**src/rtl/perceptron_mac.sv**
```systemverilog
// perceptron_mac
//   Single-neuron perceptron evaluator. It accumulates N_INPUTS signed Q8.8
//   input/weight products on top of a Q8.8 bias, quantises the sum to a
//   10-bit sigmoid table address, reads the table and presents the result.
//
// Ports
//   clk_i, reset_i          clock; asynchronous active-low reset
//   start_i, bias_i         begin an evaluation (IDLE only); bias latched with it
//   x_valid_i/x_ready_o     handshake for one input/weight pair on x_i, w_i
//   lut_en_o, lut_we_o,     sigmoid table port (read-only use, registered
//   lut_addr_o, lut_di_o,   read data with one cycle of latency)
//   lut_dout_i
//   act_o, act_valid_o,     activation result handshake
//   act_ready_i
//   busy_o                  high whenever not IDLE
module perceptron_mac #(
  parameter int unsigned N_INPUTS = 16,
  parameter int unsigned ACC_W    = 40
) (
  input  logic        clk_i,
  input  logic        reset_i,
  input  logic        start_i,
  input  logic [15:0] bias_i,
  input  logic        x_valid_i,
  output logic        x_ready_o,
  input  logic [15:0] x_i,
  input  logic [15:0] w_i,
  output logic        lut_en_o,
  output logic        lut_we_o,
  output logic [9:0]  lut_addr_o,
  output logic [15:0] lut_di_o,
  input  logic [15:0] lut_dout_i,
  output logic [15:0] act_o,
  output logic        act_valid_o,
  input  logic        act_ready_i,
  output logic        busy_o
);

  typedef enum logic [2:0] {
    ST_IDLE,
    ST_ACC,
    ST_QUANT,
    ST_LOOKUP,
    ST_CAPTURE,
    ST_OUT
  } state_t;

  // Quantised value range: [-8.0, +8.0) in steps of 1/64.
  localparam logic signed [ACC_W-1:0] T_MAX = ACC_W'(511);
  localparam logic signed [ACC_W-1:0] T_MIN = ACC_W'(-512);

  state_t                   state_q, state_d;
  logic signed [ACC_W-1:0]  acc_q, acc_d;
  logic [8:0]               cnt_q, cnt_d;
  logic [9:0]               addr_q, addr_d;
  logic [15:0]              act_q, act_d;

  logic signed [31:0]       prod;
  logic signed [ACC_W-1:0]  t;

  always_comb begin
    state_d = state_q;
    acc_d   = acc_q;
    cnt_d   = cnt_q;
    addr_d  = addr_q;
    act_d   = act_q;

    // Q8.8 * Q8.8 -> Q16.16, same scale as the accumulator.
    prod = $signed(x_i) * $signed(w_i);
    // Q.16 -> Q.6 (1/64 steps), arithmetic so negatives round toward -inf.
    t    = acc_q >>> 10;

    unique case (state_q)
      ST_IDLE: begin
        if (start_i) begin
          // Q8.8 bias moved to Q.16 by appending eight zero fraction bits.
          acc_d   = {{(ACC_W-24){bias_i[15]}}, bias_i, 8'h00};
          cnt_d   = '0;
          state_d = ST_ACC;
        end
      end
      ST_ACC: begin
        if (x_valid_i) begin
          acc_d = acc_q + {{(ACC_W-32){prod[31]}}, prod};
          cnt_d = cnt_q + 9'd1;
          if (cnt_q == 9'(N_INPUTS - 1)) begin
            state_d = ST_QUANT;
          end
        end
      end
      ST_QUANT: begin
        if (t > T_MAX) begin
          addr_d = '1;
        end else if (t < T_MIN) begin
          addr_d = '0;
        end else begin
          // In range, t+512 is t's low ten bits with the sign bit flipped.
          addr_d = {~t[9], t[8:0]};
        end
        state_d = ST_LOOKUP;
      end
      ST_LOOKUP: begin
        state_d = ST_CAPTURE;
      end
      ST_CAPTURE: begin
        act_d   = lut_dout_i;
        state_d = ST_OUT;
      end
      ST_OUT: begin
        if (act_ready_i) begin
          state_d = ST_IDLE;
        end
      end
      default: begin
        state_d = ST_IDLE;
      end
    endcase
  end

  always_ff @(posedge clk_i or negedge reset_i) begin
    if (!reset_i) begin
      state_q <= ST_IDLE;
      acc_q   <= '0;
      cnt_q   <= '0;
      addr_q  <= '0;
      act_q   <= '0;
    end else begin
      state_q <= state_d;
      acc_q   <= acc_d;
      cnt_q   <= cnt_d;
      addr_q  <= addr_d;
      act_q   <= act_d;
    end
  end

  // Control outputs decode straight from the state register so the
  // asynchronous reset clears them without waiting for a clock.
  assign x_ready_o   = (state_q == ST_ACC);
  assign lut_en_o    = (state_q == ST_LOOKUP);
  assign act_valid_o = (state_q == ST_OUT);
  assign busy_o      = (state_q != ST_IDLE);

  assign lut_we_o    = 1'b0;
  assign lut_di_o    = '0;
  assign lut_addr_o  = addr_q;
  assign act_o       = act_q;

endmodule
```
**config.mk**
```make
export PLATFORM = sky130hd
export DESIGN_NAME = perceptron_mac
export DESIGN_NICKNAME = d
export VERILOG_FILES = /design/src/rtl/perceptron_mac.sv
export SDC_FILE = /design/constraint.sdc
export NUM_CORES = 1
export LEC_CHECK = 0
export CAP_MARGIN = 0
export CORE_MARGIN = 2
export CORE_UTILIZATION = 40
export DETAILED_ROUTE_END_ITERATION = 16
export SLEW_MARGIN = 5
export SYNTH_ARGS = -nofsm -noshare
export SYNTH_HDL_FRONTEND = slang
export SYNTH_SLANG_ARGS = --single-unit
```
**constraint.sdc**
```tcl
create_clock -name clk_i -period 3.5 [get_ports clk_i]
set_input_delay 0.525 -clock clk_i [delete_from_list [all_inputs] [get_ports clk_i]]
set_output_delay 0.525 -clock clk_i [all_outputs]
set_load 0.005 [all_outputs]
```
==> flow_summary.ini, run 1 <==
[finish]
final_core_util_pct = 58.4
stdcell_count = 2646
drive_gt1_share_pct = 33.3
post-route-cell-area_sq_um = 21900
diodes = 0
fin_nets = 2586
final_cell_mix = inv_1, buf_4, fa_1, nand2_1, and2_1
fill_cells = 3212
final_common_cell = inv_1
area_delta_synth_final_pct = 43.8

[yosys]
netlist_area_sq_um = 15300
syn_inst = 1703
synthArstFlopShare_pct = 100
synth.distinct_cells = 68
synth_edf_count = 0
ys_warn_count = 0
synthFlopType = dfrtp_1
postSynthAreaPerCell_sq_um = 8.96
ys_ff_latch = 78
ys_seq_area_share_pct = 12.8

[clocking]
cts_root_buffer = clkbuf_16
clockBufferDepth = 2
ctsHoldBuffers = 0
cts_sinks = 78
cts_made_buffers = 9
clk_latency_ns = 0.35
clkTransAtPathRegs_ns = 0.07
cts_tree = built
htreeDepth = 3

[critical_path]
r2r_start = acc_q[0]
crit_path_max_incr_delay_ns = 0.54
cpMostUsedCell = fa_1
cp_data_required_time_ns = 3.79
crit_path_start_kind = input port
slowest_stage = fa_2
rr_worst_depth = 13
worstPathArrival_ns = 7.98
r2r_slack_ns = 0.46
cp_max_fo = 7
end_kind = flop
r2r_end = acc_q[24]
critPathKind = in -> reg

[timing]
post-route-period-util_pct = 220
post-route-min-period_ns = 7.69
fmaxAchievable_mhz = 130
layout_setup_ws_ns = -4.19
tightest_slew_ns = 1.03
hold_viol_final = 0
max_slew_margin_pct = 31.2
drv_slew = 0
setup_viol = 36
skew_ns = 0.0109
rsz0062_at_grt = yes

[routing]
wl_per_cell_microns = 15.6
drc = 0
dr.pass1.iters = 5
drt_wl_total_microns = 41200
vias = 13100
ant_nets = 0
drt_iter0_drc = 644
viasPerCell = 4.96

[place]
dpl.cell_count = 2557
io_buffers = 98
placed_cell_area_sq_um = 19600
hpwlAfterDp_microns = 33100
routabilityCongestion = 0.885

[flow_run]
cap_viol_max_count = 0

[global_route]
track_usage_pct = 21.4
grt_pass1_wl_microns = 68700
grt_start_max_net_pins = 79
grt_pass1_vias = 14100
antenna_found_initial = 0
grt_overflow_total = 0

[min_path]
hp-class = in -> async

[die]
dieArea_sq_um = 39700
die_h_microns = 199
coreArea_sq_um = 37600
placementRows = 71
start_util_pct = 40.6
die_x_microns = 199
ios = 116

[outcome]
violations = setup timing
outcome = finished, violations left
[per-layer routing]
layer | part of all wire (%) | global-route usage (%) | vias to the layer above
met4 | 2.1 | 5.56 | 0
met2 | 53 | 38.5 | 189
met3 | 2.4 | 2.28 | 59
li1 | - | - | 6166
met1 | 43 | 27.4 | 6711
met5 | 0 | 0 | -
[cells by family (layout without fill, tap and decap cells)]
kind of cell / Yosys count / after routing / synth area share, %
compound gates: 263 / 263 / 10.9
fa+ha+maj: 387 / 387 / 44.7
xor+xnor: 73 / 73 / 4.33
other cells: 1 / 17 / 0.0246
buf+inv: 411 / 827 / 10.5
simple gates: 473 / 473 / 15.5
flops: 78 / 78 / 12.8
mux: 17 / 17 / 1.25
[final cells by class]
| type | count | area (sq um) | area share [%] |
|---|---|---|---|
| Multi-Input combinational cell | 1230 | 13500 | 61.6 |
| Tap cell | 511 | 639 | 2.92 |
| Clock buffer | 9 | 225 | 1.03 |
| Sequential cell | 78 | 1950 | 8.90 |
| Timing Repair Buffer | 471 | 4260 | 19.4 |
| Clock inverter | 7 | 73.8 | 0.337 |
| Inverter | 340 | 1280 | 5.82 |
[cells in the mapped netlist, drive strengths merged (7+ instances only)]
library cell,instances,area (sq um)
fa,263,5270
dfrtp,78,1950
a21o,25,188
clkbuf,49,184
o21bai,15,113
a211oi,7,52.6
o21ai,78,405
a22oi,8,60.1
mux2,16,180
inv,340,1280
xnor2,43,377
buf,22,146
nor2b,7,43.8
a31oi,12,75.1
nor2,69,259
nor3,8,40.0
nand2b,11,68.8
nand2,169,634
and2,132,826
a21oi,71,367
and3,17,106
xor2,29,262
nand3,15,75.1
nand4,16,100
ha,124,1550
[critical path: cells and delay by family]
family                   cells  cell delay (ns)
adder cells (fa/ha/maj)      8             3.42
AO/OA/AOI/OAI               11             1.66
AND/OR/NAND/NOR              8             1.46
buffers and inverters        7             0.81
XOR/XNOR                     1             0.08
[registers in the layout, indices dropped and copies added, names as in the netlist]
register / flops
acc_q: 40
act_o: 16
lut_addr_o: 10
cnt_q: 9
state_q: 3
[timing repair]
action | CTS | global route
setup buffers | 58 | 31
setup endpoints to repair | 36 | 36
resized for setup | 263 | 159
cloned | 2 | 0
pin swaps | 181 | 166
[through the flow]
| step | setup slack (ns) | setup TNS [ns] | hold WS [ns] |
|---|---|---|---|
| finish | -4.19 | -111.31 | 0.323 |
| global route | -4.56 | -119.95 | 0.418 |
| CTS | -4.38 | -113.94 | 0.385 |
| detailed placement | -5.12 | -143.96 | 0.474 |
| global placement | -5.12 | -141.79 | 0.472 |
| floorplan | -4.09 | -103.43 | 0.229 |
[worst max path at each step]
stage | slack (ns) | end | from | depth (start not counted)
3_5_place_dp | -5.12 | acc_q[38] | w_i[6] | 32
6_report | -4.19 | acc_q[32] | x_i[11] | 35
4_1_cts | -4.38 | acc_q[38] | x_i[5] | 35
5_1_grt | -4.56 | acc_q[32] | x_i[1] | 38
3_3_place_gp | -5.12 | acc_q[39] | w_i[6] | 29
2_1_floorplan | -4.09 | acc_q[38] | w_i[6] | 33
Power of run 1 is left out: the tool's default activity adds up to more than one toggle a clock period on the data nets, which glitch-free logic cannot reach.
==> run 2: changes to the inputs <==
CORE_ASPECT_RATIO = 1.2   (was not set)
clock period = 8.9 ns   (was 3.5 ns; I/O delays follow)
==> run 2 against run 1 <==
Effect of this change: the run now ends clean; setup slack better by 4.5 ns; wire length fell by 7.5%; count of clock-buffer cells in the layout stayed put; non-clock buffer count decreased by 96; first-iteration DRC count down 20%; via count decreased by 5.3%; critical path depth up 1; register-to-register slack improved by 5.0 ns; largest cell class unchanged; highest routed layer unchanged.
==> flow_summary.ini, run 2 (synthesis gave the netlist of run 1 again) <==
[finish]
final_common_cell = inv_1
final_cell_mix = inv_1, fa_1, buf_4, nand2_1, and2_1
drive_gt1_share_pct = 23.7
fin_nets = 2490
largest_register_ffs = 40
area_delta_synth_final_pct = 28.5
regMostFlops = acc_q
final_core_util_pct = 52.1
diodes = 0

[critical_path]
cpMostUsedCell = fa_1
worstPathArrival_ns = 8.86
crit_buf_inv = 8
slowest_stage = fa_2
cp_top_family = adder cells
cp_max_fo = 5
cp_data_required_time_ns = 9.15
critPathKind = in -> reg
end_kind = flop
crit_path_max_incr_delay_ns = 0.56
crit_path_start_kind = input port

[place]
io_buffers = 98
routabilityCongestion = 0.873
hpwlAfterDp_microns = 31800

[routing]
vias = 12400
drc = 0
wl_per_cell_microns = 15.1
ant_nets = 0
drt_iter0_drc = 512
drt_wl_total_microns = 38100
viasPerCell = 4.93
dr.pass1.iters = 5

[timing]
drv_slew = 0
hold_viol_final = 0
rsz0062_at_grt = yes
post-route-min-period_ns = 8.61
max_slew_margin_pct = 21.7
skew_ns = 0.00730
fmaxAchievable_mhz = 116
tightest_slew_ns = 1.17
setup_viol = 0
post-route-period-util_pct = 96.7

[global_route]
grt_overflow_total = 0
grtUsageMet1_pct = 26.7
globalRouteMet3Util_pct = 2.40
grt_pass1_vias = 13700
grt_pass1_wl_microns = 67200
grt.met2_usage_pct = 36.7
antenna_found_initial = 0
top_usage_layer = met2
track_usage_pct = 20.5
grt_start_max_net_pins = 79

[clocking]
clk_latency_ns = 0.34
clockBufferDepth = 2
cts_tree = built
cts_root_buffer = clkbuf_16
clkTransAtPathRegs_ns = 0.06
htreeDepth = 3
cts_sinks = 78
cts_made_buffers = 9

[die]
ios = 116
coreArea_sq_um = 37700
start_util_pct = 40.5
die_h_microns = 218
die_x_microns = 182
dieArea_sq_um = 39700
placementRows = 78

[flow_run]
cap_viol_max_count = 0

[min_path]
hp-class = reg -> reg

[outcome]
outcome = completed
## run 2: cell count changes in the layout (fill, tap and decap cells not counted), sizes merged
cell and change:
clkbuf +15, dlymetal6s2s +4, clkdlybuf4s50 +1, clkinvlp +2
clkinv +1, buf -109, inv -4, clkdlybuf4s15 +1
dlygate4sd2 -8
## run 2: worst register-to-register path, cell delays in order, from the launching register on
cell,delay [ns]
dfrtp_1,0.36
ha_1,0.19
inv_1,0.07
fa_1,0.40
nor2b_1,0.12
o21a_1,0.14
o21ai_1,0.15
a211oi_1,0.40
o21ai_1,0.14
a2111oi_0,0.48
buf_4,0.20
or2_1,0.13
a221oi_1,0.10
xnor2_1,0.15
a211o_1,0.30
## run 2: layout make-up
type,instances,area (sq um)
timing repair buffer,375,3110
fill,3521,18100
multi-input combinational,1230,12400
sequential,78,1950
clock inverter,6,38.8
inverter,340,1280
tap,480,601
clock buffer,9,225
## run 2: stage by stage
stage	instances	area [sq um]	TNS (ns)	worst slack, ns	hold slack (ns)
after floorplan	1719	15300	-0.0557	-0.0557	0.462
after global placement	2466	18400	-10.39	-1.04	0.461
after detailed placement	2466	18400	-11.78	-1.10	0.474
after CTS	2499	19100	0	0.000908	0.492
after global routing	2518	19600	-0.146	-0.0463	0.516
final	2518	19600	0	0.292	0.489
## run 2: layer usage
metal	vias to the layer above	part of all wire, %
li1	5979	-
met1	6173	44
met2	230	51
met3	42	3.5
met4	0	1.7
met5	-	0
## run 2: path summary, 6_finish.rpt
path / slack (ns) / startpoint / end / cells past startpoint
min in group asynchronous: 1.15 / reset_i / acc_q[35] / 1
max: 0.29 / w_i[4] / acc_q[36] / 36
min reg2reg: 0.49 / lut_addr_o[9] / lut_addr_o[9] / 1
max reg2reg: 5.46 / acc_q[0] / acc_q[24] / 14
max in group asynchronous: 7.05 / reset_i / act_o[13] / 1
min: 0.49 / lut_addr_o[9] / lut_addr_o[9] / 1
## run 2: what timing repair did
action | CTS | global route
pin swaps | 56 | 135
hold buffers | 0 | 0
endpoints found under the setup margin | 15 | 13
resized for setup | 102 | 189
buffers inserted | 17 | 21
cloned | 1 | 1
hold endpoints to repair | 0 | 0
Power of run 2 is left out for the same reason.
==> run 3: changes to the inputs <==
CORE_UTILIZATION = 60   (was 40)
PLACE_DENSITY = 0.82   (was not set)
==> run 3 against run 2 <==
Effect of this change: the run now ends with setup timing left; setup slack got worse by 0.33 ns; first-iteration DRC count is 89% higher; cell area fell by 1.9%.
==> flow_summary.ini, run 3 (synthesis gave the netlist of run 1 again) <==
[outcome]
outcome = finished, violations left
violations = setup timing

[global_route]
grt_overflow_total = 0
track_usage_pct = 30.8
grt_pass1_wl_microns = 66500
antenna_found_initial = 0
grt_start_max_net_pins = 79
grt_pass1_vias = 14100

[finish]
fill_cells = 1503
multi_input_area_sq_um = 12400
fin_nets = 2469
diodes = 0
area_delta_synth_final_pct = 26.1
post-route-cell-area_sq_um = 19200
largest_register_ffs = 40
final_cell_mix = inv_1, fa_1, buf_4, nand2_1, and2_1
final_common_cell = inv_1
drive_gt1_share_pct = 23.0
regArea_sq_um = 1950
regMostFlops = acc_q

[critical_path]
cp_top_family = adder cells
slowest_stage = fa_1
worstPathArrival_ns = 9.22
cp_max_fo = 5
end_kind = flop
crit_path_max_incr_delay_ns = 0.55
critPathKind = in -> reg
cp_data_required_time_ns = 9.18
crit_path_start_kind = input port
cpMostUsedCell = fa_1
crit_buf_inv = 7

[die]
ios = 116
start_util_pct = 61.4
die_h_microns = 179
coreArea_sq_um = 24800
placementRows = 63
die_x_microns = 150
dieArea_sq_um = 26700

[clocking]
cts_made_buffers = 9
clkTransAtPathRegs_ns = 0.07
cts_tree = built
htreeDepth = 3
cts_root_buffer = clkbuf_16
clockBufferDepth = 2
ctsHoldBuffers = 0
clk_latency_ns = 0.35
cts_sinks = 78

[timing]
skew_ns = 0.0102
tightest_slew_ns = 1.19
setup_viol = 1
post-route-min-period_ns = 8.94
layout_setup_ws_ns = -0.0408
fmaxAchievable_mhz = 112
final.setup.tns_ns = -0.0408
post-route-period-util_pct = 100
hold_viol_final = 0
rsz0062_at_grt = yes
drv_slew = 0
max_slew_margin_pct = 20.6

[routing]
drt_wl_total_microns = 44100
vias = 13500
ant_nets = 0
drt_iter0_drc = 970
viasPerCell = 5.77
wl_per_cell_microns = 18.8
dr.pass1.iters = 6
drc = 0

[flow_run]
cap_viol_max_count = 0

[place]
hpwlAfterDp_microns = 31700
io_buffers = 98
routabilityCongestion = 0.906
placed_cell_area_sq_um = 18000
dpl_worst_slack_ns = -0.969

[min_path]
hp-class = reg -> reg
## run 3: cell types whose count changed in the layout (fill, tap and decap cells not counted), sizes merged
cell | before | now
clkinvlp | 2 | 5
clkdlybuf4s15 | 2 | 0
clkinv | 3 | 0
clkdlybuf4s50 | 66 | 67
dlygate4sd2 | 2 | 3
clkbuf | 26 | 22
dlymetal6s2s | 5 | 6
buf | 283 | 265
## run 3: worst reg2reg max path, cell delays in order, from the launching register on
cell       delay [ns]
dfrtp_1          0.35
ha_1             0.20
inv_1            0.06
fa_1             0.40
nor2b_1          0.12
o21a_1           0.15
o21ai_1          0.16
a211oi_1         0.35
o21ai_1          0.14
a2111oi_0        0.55
buf_4            0.21
or2_1            0.12
a221oi_1         0.10
xnor2_1          0.15
a211o_1          0.30
## run 3: final timing paths
| path | cells after the start | from | to | slack [ns] |
|---|---|---|---|---|
| worst max-delay path | 35 | w_i[4] | acc_q[32] | -0.04 |
| worst min-delay path | 2 | acc_q[2] | acc_q[2] | 0.49 |
| worst max register to register | 14 | acc_q[0] | acc_q[24] | 5.41 |
| worst min register to register | 2 | acc_q[2] | acc_q[2] | 0.49 |
| max in group asynchronous | 1 | reset_i | acc_q[16] | 7.08 |
| min in group asynchronous | 1 | reset_i | acc_q[37] | 1.17 |
## run 3: through the flow
stage                     std cells  utilization [%]  hold WS, ns
after detailed placement       2291             72.7        0.473
final                          2342             77.5        0.492
after CTS                      2316             74.8        0.496
after floorplan                1719                -        0.462
after global routing           2342             77.5        0.524
after global placement         2291             72.7        0.463
## run 3: routing by layer
layer	vias to the layer above	wire, microns	GRT usage [%]
met5	-	0	0
met4	0	2520	11.2
met3	251	3010	4.15
met2	740	22600	54.6
met1	6580	16000	38.7
li1	5947	-	-
## run 3: area by class of cell
class	instances	share of cell area (%)
clock inverters	6	0.247
flip-flops and latches	78	10.1
well taps	325	2.11
inverters	340	6.66
clock buffers	9	1.17
multi-input cells	1230	64.5
repair buffers	354	15.1
## run 3: timing repair
item | 4_1_cts | 5_1_grt
pin swaps | 57 | 141
gates resized for setup | 80 | 207
endpoints found under the setup margin | 13 | 12
setup buffers | 10 | 22
cloned | 0 | 4
Power of run 3 is left out for the same reason.
